===== config.mk =====
export PLATFORM = sky130hd
export DESIGN_NAME = drum_access_ctl
export DESIGN_NICKNAME = d
export VERILOG_FILES = /design/src/rtl/drum_access_ctl.sv
export SDC_FILE = /design/constraint.sdc
export NUM_CORES = 1
export LEC_CHECK = 0
export BUFFER_PORTS_ARGS = -buffer_cell sky130_fd_sc_hd__buf_4
export CORE_MARGIN = 3
export CORE_UTILIZATION = 25
export CTS_CLUSTER_SIZE = 16
export DETAILED_ROUTE_END_ITERATION = 10
export HOLD_SLACK_MARGIN = 0.1
export PLACE_DENSITY_LB_ADDON = 0.25
export SYNTH_ARGS = -nofsm -noshare
export SYNTH_HDL_FRONTEND = slang
export SYNTH_SLANG_ARGS = --single-unit

===== constraint.sdc =====
create_clock -name clk -period 3.2 [get_ports clk]
set_clock_uncertainty 0.2 [all_clocks]
set_input_delay 0 -clock clk [delete_from_list [all_inputs] [get_ports clk]]
set_output_delay 0 -clock clk [all_outputs]
set_load 0.01 [all_outputs]

===== src/rtl/drum_access_ctl.sv =====
// Drum timing generator and single-word access sequencer for recirculating drum lines.
// Counters track the angular position of the bit on trk_dout; one request is serviced at a time.
module drum_access_ctl #(
  parameter int NLINES = 4,
  parameter int WORDS  = 108,
  parameter int BITS   = 29,
  parameter int LW     = $clog2(NLINES),
  parameter int WW     = $clog2(WORDS)
) (
  input  logic              clk,
  input  logic              rst,
  input  logic [NLINES-1:0] trk_dout,
  output logic [NLINES-1:0] trk_din,
  output logic [4:0]        bit_time,
  output logic [WW-1:0]     word_time,
  input  logic              req_valid,
  output logic              req_ready,
  input  logic              req_write,
  input  logic [LW-1:0]     req_line,
  input  logic [WW-1:0]     req_word,
  input  logic [BITS-1:0]   req_wdata,
  output logic              done,
  output logic              err,
  output logic [BITS-1:0]   rdata
);

  localparam logic [4:0]    BIT_LAST  = 5'(BITS - 1);
  localparam logic [WW-1:0] WORD_LAST = WW'(WORDS - 1);
  localparam logic [LW:0]   NL        = (LW + 1)'(NLINES);
  localparam logic [WW:0]   NW        = (WW + 1)'(WORDS);

  typedef enum logic [1:0] {IDLE, WAIT, XFER, DONE} state_t;

  state_t            state_q, state_d;
  logic [4:0]        bit_q, bit_d;
  logic [WW-1:0]     word_q, word_d;
  logic [LW-1:0]     line_q, line_d;
  logic [WW-1:0]     addr_q, addr_d;
  logic              wr_q, wr_d;
  logic [BITS-1:0]   wdata_q, wdata_d;
  logic [4:0]        idx_q, idx_d;
  logic [BITS-1:0]   sh_q, sh_d;
  logic [BITS-1:0]   rdata_q, rdata_d;
  logic              errp_q, errp_d;
  logic              done_q, err_q;
  logic              xfer;
  logic [4:0]        xidx;

  always_ff @(posedge clk or posedge rst) begin
    if (rst) begin
      state_q <= IDLE;
      bit_q   <= '0;
      word_q  <= '0;
      line_q  <= '0;
      addr_q  <= '0;
      wr_q    <= 1'b0;
      wdata_q <= '0;
      idx_q   <= '0;
      sh_q    <= '0;
      rdata_q <= '0;
      errp_q  <= 1'b0;
      done_q  <= 1'b0;
      err_q   <= 1'b0;
    end else begin
      state_q <= state_d;
      bit_q   <= bit_d;
      word_q  <= word_d;
      line_q  <= line_d;
      addr_q  <= addr_d;
      wr_q    <= wr_d;
      wdata_q <= wdata_d;
      idx_q   <= idx_d;
      sh_q    <= sh_d;
      rdata_q <= rdata_d;
      errp_q  <= errp_d;
      done_q  <= (state_d == DONE);
      err_q   <= (state_d == DONE) && errp_d;
    end
  end

  // Position counters free-run regardless of controller state.
  always_comb begin
    bit_d  = bit_q + 5'd1;
    word_d = word_q;
    if (bit_q == BIT_LAST) begin
      bit_d  = '0;
      word_d = (word_q == WORD_LAST) ? '0 : word_q + 1'b1;
    end
  end

  always_comb begin
    state_d   = state_q;
    line_d    = line_q;
    addr_d    = addr_q;
    wr_d      = wr_q;
    wdata_d   = wdata_q;
    idx_d     = idx_q;
    errp_d    = errp_q;
    rdata_d   = rdata_q;
    sh_d      = sh_q;
    xfer      = 1'b0;
    xidx      = idx_q;
    req_ready = 1'b0;
    case (state_q)
      IDLE: begin
        req_ready = 1'b1;
        if (req_valid) begin
          line_d  = req_line;
          addr_d  = req_word;
          wr_d    = req_write;
          wdata_d = req_wdata;
          if (({1'b0, req_line} < NL) && ({1'b0, req_word} < NW)) begin
            state_d = WAIT;
            errp_d  = 1'b0;
          end else begin
            state_d = DONE;
            errp_d  = 1'b1;
          end
        end
      end
      WAIT: begin
        // Bit 0 of the target word is handled here so XFER only covers bits 1..BITS-1.
        if (bit_q == 5'd0 && word_q == addr_q) begin
          xfer    = 1'b1;
          xidx    = 5'd0;
          idx_d   = 5'd1;
          state_d = XFER;
        end
      end
      XFER: begin
        xfer  = 1'b1;
        idx_d = idx_q + 5'd1;
        if (idx_q == BIT_LAST) state_d = DONE;
      end
      DONE: state_d = IDLE;
      default: state_d = IDLE;
    endcase

    if (xfer && !wr_q) sh_d[xidx] = trk_dout[line_q];
    if (state_q == XFER && idx_q == BIT_LAST && !wr_q) rdata_d = sh_d;
  end

  always_comb begin
    trk_din = trk_dout;
    if (xfer && wr_q) trk_din[line_q] = wdata_q[xidx];
  end

  assign bit_time  = bit_q;
  assign word_time = word_q;
  assign done      = done_q;
  assign err       = err_q;
  assign rdata     = rdata_q;

endmodule


==> results of run 1 <==
==> final cells by class <==
cell class                      count  area share [%]
Timing Repair Buffer              148           16.16
Multi-Input combinational cell    314           33.00
Clock inverter                      5          0.6516
Tap cell                          280           4.561
Inverter                           12          0.6353
Clock buffer                       23           6.223
Sequential cell                   119           38.77
==> cell families after synthesis <==
logic type,count (synthesis),share of synthesized area [%]
AO/OA/AOI/OAI,56,6.546
XOR/XNOR,10,1.548
adder cells (fa/ha/maj),8,1.769
buffers and inverters,39,3.052
flip-flops,119,52.63
multiplexers,109,22.40
AND/OR/NAND/NOR,131,12.05
==> flip-flops by register name, summed over array words and instances (netlist names) <==
name and count:
state_q 2, wdata_q 29, done 1, rdata 29, err 1, word_time 7
line_q 2, errp_q 1, addr_q 7, wr_q 1, bit_time 5, sh_q 29
idx_q 5
==> power groups by stage <==
stage          logic, W  registers (W)  clock network (W)
3_5_place_dp    0.00197        0.00241                  0
4_1_cts         0.00208        0.00238            0.00177
2_1_floorplan   0.00139        0.00226                  0
6_report        0.00208        0.00238            0.00173
5_1_grt         0.00229        0.00246            0.00185
3_3_place_gp    0.00192        0.00238                  0
==> per-layer routing <==
metal,routed length (µm),share of wire [%]
met5,0,0
met4,283,2.0
met3,658,4.6
met2,6967,48
met1,6457,45
==> per-stage QoR <==
stage / hold WS [ns] / utilization [%] / area (µm²) / setup slack, ns
final: 0.09652 / 34.87 / 7681 / 0.1667
after floorplan: -0.05454 / - / 5662 / 0.7167
after detailed placement: -0.01497 / 30.24 / 6660 / 0.2743
after CTS: 0.1127 / 34.78 / 7660 / 0.03450
after global placement: -0.02061 / 30.24 / 6660 / 0.4197
after global routing: 0.1514 / 34.87 / 7681 / 0.005633
==> worst min-delay path, delay by kind of cell <==
kind / cells / cell delay (ns)
buffers and inverters: 3 / 1.19
==> repair_timing <==
| item | CTS | global route |
|---|---|---|
| endpoints found under the setup margin | 4 | 4 |
| hold buffers | 47 | 0 |
| buffers inserted | 0 | 0 |
| resized for setup | 2 | 4 |
| cloned | 0 | 0 |
| hold endpoints to repair | 79 | 0 |
==> final timing paths <==
kind	to	cells after the start	from
max	trk_din[1]	10	state_q[1]
min	rdata[20]	3	rst
max reg2reg	rdata[28]	8	bit_time[0]
min reg2reg	errp_q	2	errp_q
max in group asynchronous	sh_q[3]	4	rst
min in group clk	wdata_q[19]	3	req_wdata[19]
==> placed cells by master (no fill, tap or decap), types with 3 or more instances in the layout <==
master	count
sky130_fd_sc_hd__and4_1	5
sky130_fd_sc_hd__ha_1	8
sky130_fd_sc_hd__xnor2_1	9
sky130_fd_sc_hd__clkinv_2	4
sky130_fd_sc_hd__clkbuf_8	3
sky130_fd_sc_hd__inv_1	11
sky130_fd_sc_hd__a31oi_1	7
sky130_fd_sc_hd__clkbuf_16	17
sky130_fd_sc_hd__dfrtp_1	119
sky130_fd_sc_hd__a21o_1	3
sky130_fd_sc_hd__mux2i_1	7
sky130_fd_sc_hd__nor2_1	27
sky130_fd_sc_hd__and4_4	3
sky130_fd_sc_hd__dlygate4sd3_1	47
sky130_fd_sc_hd__nand2_1	46
sky130_fd_sc_hd__o21ai_0	14
sky130_fd_sc_hd__nand3_1	10
sky130_fd_sc_hd__mux2_2	97
sky130_fd_sc_hd__nand4_1	8
sky130_fd_sc_hd__a21oi_1	9
sky130_fd_sc_hd__mux4_2	4
sky130_fd_sc_hd__nor3_1	8
sky130_fd_sc_hd__buf_4	100
sky130_fd_sc_hd__clkbuf_1	3
==> run summary, run 1 <==
- **status** completed
- **top post-synthesis cells by count** sky130_fd_sc_hd__dfrtp_1, sky130_fd_sc_hd__mux2_2, sky130_fd_sc_hd__nand2_1, sky130_fd_sc_hd__nor2_1, sky130_fd_sc_hd__o21ai_0
- **class of the most critical setup path** flip-flop to output pin
- **CTS clock-pin slew for the worst setup and hold paths** 0.05 ns
- **clock latency on the worst-skew pair** 0.41 ns
- **Die W** 156.4 µm
- **remaining antenna violation count** 0
- **flops & latches, synth** 119
- **layout-stage area growth over the synthesis result** 35.76%
- **filler cell count in the final layout** 2195
- **Routed Wire Length** 14370 µm
- **area taken by multi-input logic gates** 2535 µm²
- **met3 layer usage reported by global route** 3.180%
- **fraction of power consumed by the clock network** 27.9%
- **Placeable Area** 22030 µm²
- **transition time at the pin with the least slew margin** 0.7894 ns
- **met1 routing resource usage after global routing** 15.54%
- **reg-to-reg slack, setup** 0.45 ns
- **number of buffers added on ports** 93
- **ys flop type** sky130_fd_sc_hd__dfrtp_1
- **final hold violation count** 0
- **GR Overflow Total** 0
- **vias in the first global route** 4367
- **total number of placement rows** 54
- **post-route minimum period** 3.033 ns
- **Top Usage Layer GRT** met2
- **slowest cell on the critical path** sky130_fd_sc_hd__mux4_2
- **critical path's most frequent cell** sky130_fd_sc_hd__buf_4
- **headroom to the max-slew limit** 47.26%
- **total CTS buffers** 17
- **Placed Cells** 826
- **Post-Syn Instances** 472
- **worst endpoint required time** 3.00 ns
- **Clock Tree Root** sky130_fd_sc_hd__clkbuf_16
- **number of warning messages in the yosys log** 0
- **Register Area** 2978 µm²
- **ratio of final minimum period to clock period** 94.79%
- **peak supply drop** 0.0003902 V
- **portion of the post-synthesis area used by sequential elements** 52.63%
- **Yosys cell types** 55
- **number of flops mapped to enable cells by yosys** 0
- **Longest Clk Path Bufs** 2
- **total power density per cell area** 805.3 nW/µm²
- **clock tree from TritonCTS** yes
- **routed len/inst** 15.95 µm
- **internal power** 0.004180 W
- **top cell type's share of synthesized area** 52.63%
- **number of violations of the max-capacitance limit** 0
- **DRC Markers** 0
- **detailed-route via count** 4189
- **initial core utilization** 25.69%
- **first-iteration detailed-routing DRC count** 173
- **Seq pwr share** 38.4%
- **average instance area after synthesis** 11.99 µm²
- **routability congestion estimate from global placement** 0.8258
- **RSZ-0062 raised after global routing** false
- **antenna cells** 0
- **arrival time worst endpoint** 2.83 ns
- **endpoints failing setup** 0
- **nets** 666
- **count of non-filler cells in the finished layout** 901
- **io pins** 94
- **Fmax** 329.7 MHz
- **Net Sw Frac** 32.42%
- **sum of internal, switching and leakage power** 0.006186 W
- **final HPWL from detailed placement** 10220 µm
- **Gate power share** 33.6%
- **cell with the most instances after synthesis** sky130_fd_sc_hd__dfrtp_1
- **Post-Syn Area** 5658 µm²
- **crit path launch type** flip-flop
- **DR vias/cell** 4.649
- **HP Class** primary input to async pin
- **number of antenna violations at the first check in global routing** 0
- **top post-synthesis cells by area** sky130_fd_sc_hd__dfrtp_1, sky130_fd_sc_hd__mux2_2, sky130_fd_sc_hd__nand2_1
- **ratio of cells with drive above 1 in the final layout** 38.97%
- **wire length of the first global-routing pass** 23290 µm
- **number of iterations in the first detailed-routing pass** 4
- **library cell occupying the most area in the post-synthesis netlist** sky130_fd_sc_hd__dfrtp_1
- **static leakage** 3.256 nW
- **sequence of cells on the critical path** inv_1, ha_1, or2_2, mux4_2, nand2_1, a21oi_1, o21ai_1, buf_4, a31oi_1, buf_4
- **die height** 156.4 µm
- **final number of max-transition violations** 0
- **number of buffers and inverters on the critical path** 3
- **depth of the CTS H-tree** 4
- **CTS sink count** 119
- **floorplan die area** 24470 µm²
- **fraction of registers with async set or reset after synthesis** 100.0%
- **Post-Synthesis Net Count** 526
- **sort of element at the end of the critical path** output pin
- **net load switching power** 0.002006 W
- **category of cells accounting for the largest share of critical-path delay** buffers and inverters
- **pin count of the biggest net entering global routing** 85
- **met2 demand-to-capacity share in global routing** 19.79%
- **maximum single-stage delay on the critical path** 0.47 ns
- **TNS Setup** 0 ns
- **CP Max Fanout** 6
- **gr usage total** 12.17%
Power figures use the tool's default switching activity.
==> inputs of run 2 (changes only) <==
- ABC_AREA: not set -> 1
==> run summary, run 2 <==
- **status** completed
- **final number of max-transition violations** 0, unchanged
- **antenna cells** 0, unchanged
- **cell with the most instances after synthesis** sky130_fd_sc_hd__nand2_1
- **wire length of the first global-routing pass** 25570 µm, +9.8%
- **depth of the CTS H-tree** 4, unchanged
- **Register Area** 2978 µm², unchanged
- **GR Overflow Total** 0, unchanged
- **top post-synthesis cells by area** sky130_fd_sc_hd__dfrtp_1, sky130_fd_sc_hd__nand2_1, sky130_fd_sc_hd__inv_1
- **TNS Setup** 0 ns, unchanged
- **Clock Tree Root** sky130_fd_sc_hd__clkbuf_16
- **Cell Area, Placed** 6745 µm², +1.3%
- **Seq pwr share** 33.3%, -5.1 points
- **sequence of cells on the critical path** inv_1, ha_1, nand2_1, nor2_2, nand2_1, nor2_2, nand3_4, o21ai_4, nand2_1, and2_1, nand2_1, nand2_1, nand2_1, nand3_2, nand3_1, nand2_1, inv_1, buf_4
- **worst endpoint required time** 3.00 ns, about the same
- **pin count of the biggest net entering global routing** 57, -33%
- **first-iteration detailed-routing DRC count** 207, +20%
- **Die W** 156.0 µm, -0.26%
- **gr usage total** 13.05%, +0.88 points
- **headroom to the max-slew limit** 39.06%, -8.2 points
- **clock latency on the worst-skew pair** 0.42 ns, about the same
- **count of cells along the worst register-to-register path** 8, unchanged
- **Placeable Area** 21960 µm², -0.31%
- **clock tree from TritonCTS** yes
- **Fmax** 341.2 MHz, +3.5%
- **CP Max Fanout** 9, +3
- **routed len/inst** 12.98 µm, -19%
- **number of iterations in the first detailed-routing pass** 4, unchanged
- **detailed-route via count** 4930, +18%
- **transition time at the pin with the least slew margin** 0.9122 ns, +0.1228 ns
- **post-route minimum period** 2.931 ns, -0.1024 ns
- **DP Worst Slack** 0.3701 ns, +0.09588 ns
- **Gate power share** 37.4%, +3.8 points
- **final HPWL from detailed placement** 10500 µm, +2.8%
- **crit path launch type** flip-flop
- **vias in the first global route** 5093, +17%
- **CTS clock-pin slew for the worst setup and hold paths** 0.06 ns, about the same
- **RSZ-0062 raised after global routing** false
- **total power density per cell area** 809.8 nW/µm², +0.56%
- **ys flop type** sky130_fd_sc_hd__dfrtp_1
- **Yosys cell types** 35, -36%
- **flops & latches, synth** 119, unchanged
- **slack of the critical path** 0.2690 ns, +0.1024 ns
- **remaining antenna violation count** 0, unchanged
- **ratio of cells with drive above 1 in the final layout** 19.66%, -19 points
- **Final Core Density** 37.81%, +2.9 points
- **net load switching power** 0.002379 W, +19%
- **maximum single-stage delay on the critical path** 0.40 ns, -0.07 ns
- **number of buffers added on ports** 93, unchanged
- **library cell occupying the most area in the post-synthesis netlist** sky130_fd_sc_hd__dfrtp_1
- **filler cell count in the final layout** 2266, +3.2%
- **routability congestion estimate from global placement** 0.8116, -1.7%
- **Fin Hold WS** 0.1353 ns, +0.03876 ns
- **static leakage** 4.121 nW, +27%
- **Reg2Reg Capture Point** wdata_q[1]
- **class of the most critical setup path** flip-flop to output pin
- **sort of element at the end of the critical path** output pin
- **layout-stage area growth over the synthesis result** 47.53%
- **endpoints failing setup** 0, unchanged
- **io pins** 94, unchanged
- **Post-Synthesis Net Count** 730, +39%
- **fraction of registers with async set or reset after synthesis** 100.0%, unchanged
- **floorplan die area** 24350 µm², -0.51%
- **leading cell type in the layout, fill and taps excluded** sky130_fd_sc_hd__nand2_1
- **number of warning messages in the yosys log** 0, unchanged
- **nets** 931, +40%
- **initial core utilization** 25.63%, -0.058 points
- **critical path's most frequent cell** sky130_fd_sc_hd__nand2_1
- **reg-to-reg slack, setup** 0.39 ns, -0.06 ns
- **HP Class** primary input to async pin
- **area taken by multi-input logic gates** 2228 µm², -12%
- **arrival time worst endpoint** 2.73 ns, -0.10 ns
- **peak supply drop** 0.0003414 V, -13%
- **total CTS buffers** 17, unchanged
- **Post-Syn Instances** 676, +43%
- **number of antenna violations at the first check in global routing** 0, unchanged
- **top cell type's share of synthesized area** 52.91%, +0.28 points
- **number of violations of the max-capacitance limit** 0, unchanged
- **summed area of non-filler cells in the final layout** 8303 µm², +8.1%
- **DRC Markers** 0, unchanged
- **Longest Clk Path Bufs** 2, unchanged
- **top post-synthesis cells by count** sky130_fd_sc_hd__nand2_1, sky130_fd_sc_hd__dfrtp_1, sky130_fd_sc_hd__inv_1, sky130_fd_sc_hd__o21ai_0, sky130_fd_sc_hd__nor2_1
- **Post-Syn Area** 5628 µm², -0.53%
- **commonest cells after routing, fill and taps aside** sky130_fd_sc_hd__nand2_1, sky130_fd_sc_hd__dfrtp_1, sky130_fd_sc_hd__buf_4
- **total number of placement rows** 54, unchanged
- **DR vias/cell** 4.214, -9.4%
- **fraction of power consumed by the clock network** 29.4%, +1.5 points
- **Routed Wire Length** 15190 µm, +5.7%
- **portion of the post-synthesis area used by sequential elements** 52.91%, +0.28 points
- **slowest cell on the critical path** sky130_fd_sc_hd__dfrtp_1
- **number of flops mapped to enable cells by yosys** 0, unchanged
- **ratio of final minimum period to clock period** 91.59%, -3.2 points
- **average instance area after synthesis** 8.325 µm², -31%
- **die height** 156.0 µm, -0.26%
- **CTS sink count** 119, unchanged
- **Net Sw Frac** 35.38%, +3.0 points
- **internal power** 0.004345 W, +3.9%
- **final hold violation count** 0, unchanged
- **Crit Reg-Reg Startpoint** state_q[0]
[run 2: changes by cell type after synthesis, moves of 8 or more]
cell and change:
sky130_fd_sc_hd__mux2i_1 +18, sky130_fd_sc_hd__mux2_2 -97, sky130_fd_sc_hd__inv_1 +70, sky130_fd_sc_hd__nand2_1 +181, sky130_fd_sc_hd__nand3_1 +15, sky130_fd_sc_hd__inv_2 +8
sky130_fd_sc_hd__o21ai_0 +35, sky130_fd_sc_hd__nand4_1 +8
[run 2: worst max path at each step]
| stage | startpoint | end | slack (ns) | cells past startpoint |
|---|---|---|---|---|
| 2_1_floorplan | bit_time[0] | idx_q[4] | 0.90 | 15 |
| 5_1_grt | bit_time[0] | trk_din[1] | 0.03 | 20 |
| 4_1_cts | bit_time[0] | trk_din[0] | 0.03 | 19 |
| 3_3_place_gp | bit_time[0] | rdata[20] | 0.42 | 13 |
| 6_report | bit_time[0] | trk_din[0] | 0.27 | 18 |
| 3_5_place_dp | bit_time[0] | trk_din[0] | 0.37 | 19 |
[run 2: final cells by class]
cell class,count,area share (%)
Sequential cell,119,35.87
Multi-Input combinational cell,444,26.84
Timing Repair Buffer,204,21.52
Clock buffer,18,5.289
Tap cell,280,4.219
Inverter,91,4.159
Clock inverter,14,2.110
[run 2: power groups by stage]
| stage | Clock [W] | Sequential [W] | Combinational (W) |
|---|---|---|---|
| floorplan | 0 | 0.00221 | 0.00140 |
| global placement | 0 | 0.00226 | 0.00205 |
| detailed placement | 0 | 0.00226 | 0.00207 |
| CTS | 0.00202 | 0.00224 | 0.00251 |
| global route | 0.00210 | 0.00229 | 0.00287 |
| finish | 0.00197 | 0.00224 | 0.00251 |
[run 2: critical path, delay by kind of cell, from the launching register on]
| family | cells | cell delay (ns) |
|---|---|---|
| AOI/OAI and AO/OA | 1 | 0.19 |
| adders and majority gates | 1 | 0.15 |
| DFF | 1 | 0.40 |
| buffers and inverters | 3 | 0.23 |
| and+or+nand+nor | 13 | 1.35 |
[run 2: logic make-up (layout without fill, tap and decap cells)]
kind of cell	after synthesis	after routing	share of synthesized area, %
muxes	25	25	4.446
buffers and inverters	113	327	7.759
xor gates and xnor gates	4	4	0.6224
adders and majority gates	8	8	1.779
and+or+nand+nor	329	329	25.06
DFF	119	119	52.91
AOI/OAI and AO/OA	78	78	7.426
[run 2: routing by layer]
| layer | vias up | track usage [%] | part of all wire [%] |
|---|---|---|---|
| li1 | 2548 | - | - |
| met1 | 2282 | 18.07 | 49 |
| met2 | 84 | 20.39 | 46 |
| met3 | 16 | 2.913 | 3.3 |
| met4 | 0 | 4.079 | 1.3 |
| met5 | - | 0 | 0 |
[run 2: metrics by stage]
stage / power, W / cells
floorplan: 0.003614 / 676
detailed placement: 0.004323 / 1045
global placement: 0.004309 / 1045
global route: 0.007262 / 1170
CTS: 0.006766 / 1166
finish: 0.006724 / 1170
[run 2: repair_timing]
item | 4_1_cts | 5_1_grt
setup endpoints to repair | 4 | 4
setup buffers | 0 | 4
gates resized for setup | 1 | 4
endpoints found under the hold margin | 90 | 0
hold buffers | 89 | 0
==> inputs of run 3 (changes only) <==
- clock period: 3.2 -> 2.6 ns (I/O delays scaled with it)
==> run summary, run 3 (synthesis gave the netlist of run 2 again) <==
- **sort of element at the end of the critical path** output pin
- **CTS sink count** 119, unchanged
- **number of violations of the max-capacitance limit** 0, unchanged
- **HP Class** primary input to flip-flop
- **leading cell type in the layout, fill and taps excluded** sky130_fd_sc_hd__nand2_1
- **vias in the first global route** 4957, -2.7%
- **failing checks** negative setup slack
- **endpoints failing setup** 6, +6
- **sum of internal, switching and leakage power** 0.008273 W, +23%
- **status** finished with violations
- **pin count of the biggest net entering global routing** 77, +35%
- **nets** 914, -1.8%
- **DRC Markers** 0, unchanged
- **reg-to-reg slack, setup** -0.02 ns, -0.41 ns
- **class of the most critical setup path** flip-flop to output pin
- **detailed-route via count** 4920, -0.20%
- **clock latency on the worst-skew pair** 0.42 ns, about the same
- **Clock Tree Root** sky130_fd_sc_hd__clkbuf_16
- **count of cells along the worst register-to-register path** 17, +9
- **remaining antenna violation count** 0, unchanged
- **Crit Reg-Reg Startpoint** bit_time[0]
- **final number of max-transition violations** 0, unchanged
- **wire length of the first global-routing pass** 25540 µm, -0.14%
- **Reg2Reg Capture Point** rdata[3]
- **Placed Cells** 1055, +0.96%
- **count of non-filler cells in the finished layout** 1153, -1.5%
- **io pins** 94, unchanged
- **routed len/inst** 13.48 µm, +3.8%
- **Longest Clk Path Bufs** 2, unchanged
- **antenna cells** 0, unchanged
- **Final Core Density** 38.34%, +0.53 points
- **TNS Setup** -0.9808 ns, -0.9808 ns
- **CP Max Fanout** 10, +1
- **die height** 156.0 µm, unchanged
- **post-route minimum period** 2.843 ns
- **gr usage total** 13.18%, +0.13 points
- **number of iterations in the first detailed-routing pass** 4, unchanged
- **final hold violation count** 0, unchanged
- **transition time at the pin with the least slew margin** 0.5821 ns, -0.3301 ns
- **first-iteration detailed-routing DRC count** 268, +29%
- **total power density per cell area** 982.6 nW/µm², +21%
- **count of cells along the worst hold path** 4
- **headroom to the max-slew limit** 61.20%, +22 points
- **RSZ-0062 raised after global routing** true
- **Fmax** 351.7 MHz
- **arrival time worst endpoint** 2.64 ns, -0.09 ns
- **clock tree from TritonCTS** yes
- **number of buffers added on ports** 93, unchanged
- **initial core utilization** 25.63%, unchanged
- **end of the worst hold path** wdata_q[27]
- **Placeable Area** 21960 µm², unchanged
- **slack of the critical path** -0.2435 ns, -0.5125 ns
- **ratio of final minimum period to clock period** 109.4%
- **crit path launch type** flip-flop
- **static leakage** 4.086 nW, -0.87%
- **peak supply drop** 0.0004371 V, +28%
- **Die W** 156.0 µm, unchanged
- **DR vias/cell** 4.267, +1.3%
- **depth of the CTS H-tree** 4, unchanged
- **commonest cells after routing, fill and taps aside** sky130_fd_sc_hd__nand2_1, sky130_fd_sc_hd__dfrtp_1, sky130_fd_sc_hd__buf_4
- **total number of placement rows** 54, unchanged
- **CTS clock-pin slew for the worst setup and hold paths** 0.06 ns, about the same
- **ratio of cells with drive above 1 in the final layout** 28.52%, +8.9 points
- **GR Overflow Total** 0, unchanged
- **hold path startpoint** req_wdata[27]
- **final HPWL from detailed placement** 10670 µm, +1.6%
- **total CTS buffers** 17, unchanged
- **layout-stage area growth over the synthesis result** 49.60%
- **number of antenna violations at the first check in global routing** 0, unchanged
- **floorplan die area** 24350 µm², unchanged
- **Routed Wire Length** 15540 µm, +2.3%
- **routability congestion estimate from global placement** 0.8367, +3.1%
- **worst endpoint required time** 2.40 ns, -0.60 ns
- **DP Worst Slack** 0.07839 ns, -0.2917 ns
==> run 3: cell types whose count changed in the layout (fill, tap and decap cells not counted), sizes merged <==
cell / before / now
clkbuf: 18 / 23
buf: 115 / 137
clkinvlp: 4 / 3
inv: 91 / 89
dlygate4sd3: 89 / 50
clkinv: 7 / 6
bufinv: 3 / 2
==> run 3: worst max path at each step <==
stage	startpoint	endpoint	slack, ns	cells after the start
5_1_grt	bit_time[1]	trk_din[1]	-0.44	19
2_1_floorplan	bit_time[0]	idx_q[4]	0.30	15
3_5_place_dp	bit_time[0]	trk_din[1]	0.08	20
6_report	bit_time[0]	trk_din[2]	-0.24	20
4_1_cts	bit_time[1]	trk_din[1]	-0.28	20
3_3_place_gp	bit_time[0]	trk_din[2]	0.09	20
==> run 3: per-stage QoR <==
stage | cell area (µm²) | hold slack, ns
after floorplan | 5632 | -0.09038
after global placement | 6833 | -0.04921
after detailed placement | 6833 | -0.04456
after CTS | 8055 | 0.1028
after global routing | 8419 | 0.1287
final | 8419 | 0.1140
==> run 3: where the power goes <==
part           switching (W)  total [W]  leakage (nW)  internal [W]
Clock               0.000816    0.00227         0.277       0.00145
Sequential          0.000373    0.00281          1.31       0.00243
Combinational        0.00189    0.00320          2.50       0.00131
Total                0.00308    0.00827          4.09       0.00519
==> run 3: layout make-up <==
type / count / area (µm²)
clock buffers: 23 / 467.9
clock inverters: 9 / 100.1
fillers: 2252 / 13540
inverters: 91 / 352.8
multi-input cells: 444 / 2477
flip-flops and latches: 119 / 2978
well taps: 280 / 350.3
repair buffers: 187 / 1693
==> run 3: repair_timing <==
item | in CTS | in global routing
endpoints found under the setup margin | 4 | 63
gates cloned | 2 | 0
endpoints found under the hold margin | 171 | 0
pin swaps | 6 | 12
hold buffers | 50 | 0
resized for setup | 19 | 89
buffers inserted | 2 | 12
==> run 3: layer usage <==
metal | wire length, µm | global-route usage, % | up-vias
met5 | 0 | 0 | -
met2 | 7266 | 20.54 | 79
met4 | 294 | 4.878 | 0
met3 | 538 | 3.162 | 21
li1 | - | - | 2513
met1 | 7440 | 17.84 | 2307
==> run 3: worst max-delay path, stage by stage, from the launching register on <==
cell                      delay (ns)
sky130_fd_sc_hd__dfrtp_1        0.37
sky130_fd_sc_hd__inv_1          0.06
sky130_fd_sc_hd__ha_2           0.18
sky130_fd_sc_hd__nand2_2        0.06
sky130_fd_sc_hd__nor2_2         0.09
sky130_fd_sc_hd__nand2_2        0.07
sky130_fd_sc_hd__nor2_4         0.13
sky130_fd_sc_hd__nand3_4        0.10
sky130_fd_sc_hd__buf_12         0.15
sky130_fd_sc_hd__buf_16         0.14
sky130_fd_sc_hd__nand2_1        0.07
sky130_fd_sc_hd__inv_2          0.05
sky130_fd_sc_hd__nand3_1        0.06
sky130_fd_sc_hd__nand3_1        0.13
sky130_fd_sc_hd__nand3_1        0.11
sky130_fd_sc_hd__nand2_2        0.06
sky130_fd_sc_hd__nand2_4        0.09
sky130_fd_sc_hd__nand3_2        0.07
sky130_fd_sc_hd__nand2_1        0.06
sky130_fd_sc_hd__inv_1          0.05
sky130_fd_sc_hd__buf_6          0.11
